--- src/rtl/reorder_buffer.sv ---
// 8-entry in-order reorder buffer: allocates at tail, completes on write-back,
// retires from head one per cycle, and squashes younger entries on mispredict.
module reorder_buffer #(
  parameter int DEPTH  = 8,
  parameter int IDX_W  = 3,
  parameter int PREG_W = 7
) (
  input  logic              clk,
  input  logic              rst,
  input  logic              disp_valid,
  input  logic [4:0]        disp_areg,
  input  logic [PREG_W-1:0] disp_prd,
  input  logic [PREG_W-1:0] disp_old_prd,
  input  logic [31:0]       disp_pc,
  input  logic              disp_is_store,
  output logic              rob_ready,
  output logic [IDX_W-1:0]  disp_rob_idx,
  input  logic              WB_in_valid,
  input  logic [IDX_W-1:0]  WB_in_rob_idx,
  input  logic [31:0]       WB_in_data,
  input  logic              mispredict,
  input  logic [IDX_W-1:0]  mis_rob_idx,
  output logic              cm_valid,
  output logic [4:0]        cm_areg,
  output logic [PREG_W-1:0] cm_prd,
  output logic [PREG_W-1:0] cm_old_prd,
  output logic [31:0]       cm_data,
  output logic [31:0]       cm_pc,
  output logic              cm_is_store,
  output logic              rob_empty
);

  localparam logic [IDX_W:0] FULL_COUNT = (IDX_W+1)'(DEPTH);

  logic [DEPTH-1:0]  valid_q, done_q, store_q;
  logic [4:0]        areg_q    [DEPTH];
  logic [PREG_W-1:0] prd_q     [DEPTH];
  logic [PREG_W-1:0] old_prd_q [DEPTH];
  logic [31:0]       pc_q      [DEPTH];
  logic [31:0]       data_q    [DEPTH];
  logic [IDX_W-1:0]  head_q, tail_q;
  logic [IDX_W:0]    count_q, count_next;

  logic              accept;
  logic [IDX_W-1:0]  mis_age;
  logic [DEPTH-1:0]  squash;

  assign rob_ready    = count_q < FULL_COUNT;
  assign rob_empty    = count_q == '0;
  assign disp_rob_idx = tail_q;
  assign accept       = disp_valid && rob_ready && !mispredict;

  assign cm_valid    = valid_q[head_q] && done_q[head_q];
  assign cm_areg     = areg_q[head_q];
  assign cm_prd      = prd_q[head_q];
  assign cm_old_prd  = old_prd_q[head_q];
  assign cm_data     = data_q[head_q];
  assign cm_pc       = pc_q[head_q];
  assign cm_is_store = store_q[head_q];

  // Age is distance from head, so comparisons stay correct across index wrap.
  always_comb begin
    mis_age = mis_rob_idx - head_q;
    squash  = '0;
    for (int unsigned i = 0; i < DEPTH; i++)
      squash[i] = mispredict && (IDX_W'(IDX_W'(i) - head_q) > mis_age);
    if (mispredict)
      count_next = {1'b0, mis_age} + (IDX_W+1)'(1) - (IDX_W+1)'(cm_valid);
    else
      count_next = count_q + (IDX_W+1)'(accept) - (IDX_W+1)'(cm_valid);
  end

  always_ff @(posedge clk or posedge rst) begin
    if (rst) begin
      valid_q <= '0;
      done_q  <= '0;
      store_q <= '0;
      head_q  <= '0;
      tail_q  <= '0;
      count_q <= '0;
      for (int unsigned i = 0; i < DEPTH; i++) begin
        areg_q[i]    <= '0;
        prd_q[i]     <= '0;
        old_prd_q[i] <= '0;
        pc_q[i]      <= '0;
        data_q[i]    <= '0;
      end
    end else begin
      if (accept) begin
        valid_q[tail_q]   <= 1'b1;
        done_q[tail_q]    <= 1'b0;
        areg_q[tail_q]    <= disp_areg;
        prd_q[tail_q]     <= disp_prd;
        old_prd_q[tail_q] <= disp_old_prd;
        pc_q[tail_q]      <= disp_pc;
        store_q[tail_q]   <= disp_is_store;
      end
      if (WB_in_valid && valid_q[WB_in_rob_idx] && !squash[WB_in_rob_idx]) begin
        done_q[WB_in_rob_idx] <= 1'b1;
        data_q[WB_in_rob_idx] <= WB_in_data;
      end
      if (cm_valid)
        valid_q[head_q] <= 1'b0;
      for (int unsigned i = 0; i < DEPTH; i++) begin
        if (squash[i]) begin
          valid_q[i] <= 1'b0;
          done_q[i]  <= 1'b0;
        end
      end
      head_q  <= head_q + IDX_W'(cm_valid);
      tail_q  <= mispredict ? mis_rob_idx + IDX_W'(1) : tail_q + IDX_W'(accept);
      count_q <= count_next;
    end
  end

  mis_idx_valid_a: assert property (@(posedge clk) disable iff (rst)
    mispredict |-> valid_q[mis_rob_idx]);

endmodule

--- config.mk ---
export PLATFORM = sky130hd
export DESIGN_NAME = reorder_buffer
export DESIGN_NICKNAME = d
export VERILOG_FILES = /design/src/rtl/reorder_buffer.sv
export SDC_FILE = /design/constraint.sdc
export NUM_CORES = 2
export LEC_CHECK = 0
export CAP_MARGIN = 20
export CORE_ASPECT_RATIO = 0.5
export CORE_MARGIN = 10
export CORE_UTILIZATION = 48
export DETAILED_ROUTE_END_ITERATION = 10
export GPL_TIMING_DRIVEN = 0
export PLACE_DENSITY_LB_ADDON = 0.25
export REMOVE_ABC_BUFFERS = 1
export SLEW_MARGIN = 10
export SYNTH_ARGS = -nofsm -noshare
export SYNTH_HDL_FRONTEND = slang
export SYNTH_SLANG_ARGS = --single-unit
--- constraint.sdc ---
create_clock -name clk -period 27.6 [get_ports clk]
set_input_delay 2.76 -clock clk [delete_from_list [all_inputs] [get_ports clk]]
set_output_delay 2.76 -clock clk [all_outputs]
set_load 0.01 [all_outputs]
==> qor.txt <==
TIMING
---------------------------------------------------------------------------------
Final critical path time including I/O delays and setup ............      6.28 ns
Summed negative setup slack over all endpoints .....................         0 ns
Final setup slack of the worst path ................................     21.32 ns
Worst-case clock skew ..............................................    0.0167 ns
Remaining max-slew budget at the tightest pin ......................        42.2%
Setup violators final ..............................................            0
Final Slew Violations ..............................................            0
Unrepaired setup endpoints after global routing ....................           no
Hold slack .........................................................     0.482 ns
Period utilization .................................................        22.8%
Least-Margin Pin Slew ..............................................     0.863 ns
Highest achievable clock rate ......................................    0.159 GHz
Number of failing hold endpoints at the final stage ................            0

FLOORPLANNING
---------------------------------------------------------------------------------
Number of top-level pins ...........................................          185
Floorplan core area ................................................  65500 sq um
Starting density of the core .......................................        48.9%
Site Rows ..........................................................           66
Die span in y ......................................................       203 um
Total Die Area .....................................................  78000 sq um
Width of the die ...................................................       385 um

POWER AND IR DROP
---------------------------------------------------------------------------------
Total power density per cell area ..................................  109 nW/um^2
Design Power .......................................................      4.10 mW
Standby leakage power ..............................................      17.0 nW
Max VDD drop .......................................................    0.0599 mV

CLOCK NETWORK
---------------------------------------------------------------------------------
Post-CTS Hold Buffers ..............................................            0
Max clock buf depth ................................................            3
Clock insertion delay at the later pin of the skew report ..........      0.62 ns
Gates resized, CTS repair ..........................................            0
CTS tree ...........................................................        built
H-tree lvl count ...................................................            2
Post-CTS setup buffers .............................................            0
Total number of clock tree sinks ...................................          698
Clock buffers created by TritonCTS .................................           61
Root buffer selected by CTS ........................................ sky130_fd_sc_hd__clkbuf_16
Clock slew seen by the registers of the worst setup and hold paths .      0.06 ns

PLACE
---------------------------------------------------------------------------------
Half-perimeter wire length after placement .........................     44500 um
Pre-CTS worst setup slack ..........................................     20.38 ns
Port Buffers .......................................................          184
Number of cells after detailed placement ...........................         3120
Final weighted congestion in routability-driven placement ..........        0.760
Placed instance area ...............................................  35600 sq um

ROUTING
---------------------------------------------------------------------------------
Final Routed Wirelength ............................................     71900 um
Via density ........................................................         5.59
Via count ..........................................................        18082
Remaining design rule violation count ..............................            0
Remaining antenna violation count ..................................            0
Wirelength per Cell ................................................      22.2 um
First-iteration detailed-routing DRC count .........................          952
Iteration count of the initial detailed-routing pass ...............            5

SYNTHESIS
---------------------------------------------------------------------------------
Total of flip-flops plus latches after synthesis ...................          698
Syn Std Cell Area ..................................................  32000 sq um
Async set-reset flop share out of synthesis ........................         100%
Count of yosys warnings during synthesis ...........................            0
Count of flip-flops with a built-in enable after synthesis .........            0
Post-synth cell types ..............................................           60
Most used flip-flop cell after synthesis ........................... sky130_fd_sc_hd__dfrtp_1
Synthesized instance count .........................................         2129
Part of the Yosys area used for sequential elements ................        54.6%
Avg Inst Size Synth ................................................   15.0 sq um

GLOBAL ROUTING
---------------------------------------------------------------------------------
Vias in the first global route .....................................        19384
GRT Overall Usage ..................................................        18.4%
Antenna violations before repair ...................................            5
Maximum number of pins on one net before global-route repair .......          117
Wire length of the first global-routing pass .......................    114000 um
Gr ovfl total ......................................................            0

LAYOUT
---------------------------------------------------------------------------------
Reg area ...........................................................  17500 sq um
Design area ........................................................  37600 sq um
Ratio of cells with drive above 1 in the final layout ..............        41.7%
Post-Layout Cell Count .............................................         3235
Fill cell total of the finished layout .............................         5167
Number of nets at the end of the flow ..............................         2424
Most common cell after layout, fill and taps aside ................. sky130_fd_sc_hd__dfrtp_1
Layout-stage area growth over the synthesis result .................        17.6%
Commonest non-fill, non-tap cells in the layout .................... 695 x sky130_fd_sc_hd__dfrtp_1, 628 x sky130_fd_sc_hd__mux2_2, 268 x sky130_fd_sc_hd__nand2_1
Area used by multi-input combinational logic .......................  13900 sq um
Core utilization of the finished layout ............................        57.5%

WORST SETUP PATH
---------------------------------------------------------------------------------
Arrival @ worst endpoint ...........................................      6.77 ns
Type of the worst setup path ....................................... input pin to flip-flop
Maximum fanout encountered on the critical timing path .............           33
Nature of the critical path endpoint ...............................    flip-flop
Required arrival time at the worst endpoint ........................     28.09 ns
Count of cells along the worst register-to-register path ...........           11
Worst Setup Start Kind .............................................    input pin

HOLD PATH
---------------------------------------------------------------------------------
Worst Hold Depth ...................................................            1
Class of the most critical hold timing path ........................ flip-flop to flip-flop

JOB
---------------------------------------------------------------------------------
Maximum capacitance violations .....................................            0

STATUS
---------------------------------------------------------------------------------
Run status ......................................................... finished, final reports clean

## flip-flops by register name, summed over array words and instances (netlist names)
name / cells
areg_q: 40
count_q: 4
data_q: 256
disp_rob_idx: 3
done_q: 8
head_q: 3
old_prd_q: 56
pc_q: 256
prd_q: 56
store_q: 8
valid_q: 8
## kinds of logic after synthesis
kind of cell,count (synthesis),share of synthesized area (%)
fa+ha+maj,29,1.18
compound gates,60,1.49
simple gates,320,4.23
buf+inv,165,2.42
flops,698,54.6
mux,846,35.7
xor+xnor,11,0.372
## critical path, stage by stage
cell,delay [ns]
sky130_fd_sc_hd__clkdlybuf4s50_1,0.49
sky130_fd_sc_hd__inv_1,0.11
sky130_fd_sc_hd__ha_1,0.20
sky130_fd_sc_hd__inv_1,0.07
sky130_fd_sc_hd__fa_1,0.43
sky130_fd_sc_hd__xnor3_2,0.36
sky130_fd_sc_hd__inv_1,0.07
sky130_fd_sc_hd__ha_1,0.34
sky130_fd_sc_hd__o311ai_0,0.75
sky130_fd_sc_hd__nand3_4,0.68
sky130_fd_sc_hd__mux2_2,0.51
## cell usage after synthesis (3+ instances only)
cell type	instances	share of area, %
sky130_fd_sc_hd__ha_1	27	1.1
sky130_fd_sc_hd__buf_2	36	0.56
sky130_fd_sc_hd__a211oi_1	5	0.12
sky130_fd_sc_hd__nand2b_1	7	0.14
sky130_fd_sc_hd__buf_1	23	0.27
sky130_fd_sc_hd__xnor2_1	5	0.14
sky130_fd_sc_hd__clkbuf_1	53	0.62
sky130_fd_sc_hd__buf_4	11	0.26
sky130_fd_sc_hd__nand3_1	10	0.16
sky130_fd_sc_hd__o21ai_0	11	0.17
sky130_fd_sc_hd__mux4_2	169	12
sky130_fd_sc_hd__a21oi_1	10	0.16
sky130_fd_sc_hd__dfrtp_1	698	55
sky130_fd_sc_hd__buf_6	9	0.32
sky130_fd_sc_hd__nor2_1	12	0.14
sky130_fd_sc_hd__o21a_1	3	0.070
sky130_fd_sc_hd__and2_1	3	0.059
sky130_fd_sc_hd__mux2_1	47	1.7
sky130_fd_sc_hd__mux2_2	628	22
sky130_fd_sc_hd__nor2b_1	3	0.059
sky130_fd_sc_hd__inv_1	31	0.36
sky130_fd_sc_hd__a222oi_1	6	0.19
sky130_fd_sc_hd__xor2_1	4	0.11
sky130_fd_sc_hd__nand2_1	269	3.2
sky130_fd_sc_hd__a221oi_1	7	0.19
sky130_fd_sc_hd__and3_1	3	0.059
## per-layer routing
metal  vias to the layer above  share of wire (%)  routed length, um  track usage, %
li1                       8110                  -                  -               -
met1                      9679                 45              32600            25.1
met2                       207                 50              35900            31.3
met3                        82                3.3               2340            2.82
met4                         4                1.4                984            3.51
met5                         -              0.035                 25               0
## final timing paths
path / from / to / slack (ns)
min in group asynchronous: rst / pc_q[229] / 2.59
min reg2reg: data_q[189] / data_q[189] / 0.48
min: data_q[189] / data_q[189] / 0.48
max: mis_rob_idx[0] / data_q[107] / 21.32
max reg2reg: head_q[0] / data_q[107] / 22.64
max in group asynchronous: rst / data_q[251] / 23.24
## where the power goes
part | switching (mW) | total [mW] | leakage (nW) | internal, mW
Clock | 0.384 | 0.886 | 1.02 | 0.503
Combinational | 0.608 | 1.54 | 7.02 | 0.934
Sequential | 0.223 | 1.67 | 8.96 | 1.45
Total | 1.21 | 4.10 | 17.0 | 2.89
## layout make-up
type                       count  area share [%]
sequential                   698            46.4
multi-input combinational   1266            36.8
antenna                        3          0.0200
timing repair buffer         240            7.93
tap                          884            2.94
inverter                      33           0.362
clock inverter                14           0.492
clock buffer                  97            5.00
(Power assumes the default switching activity.)
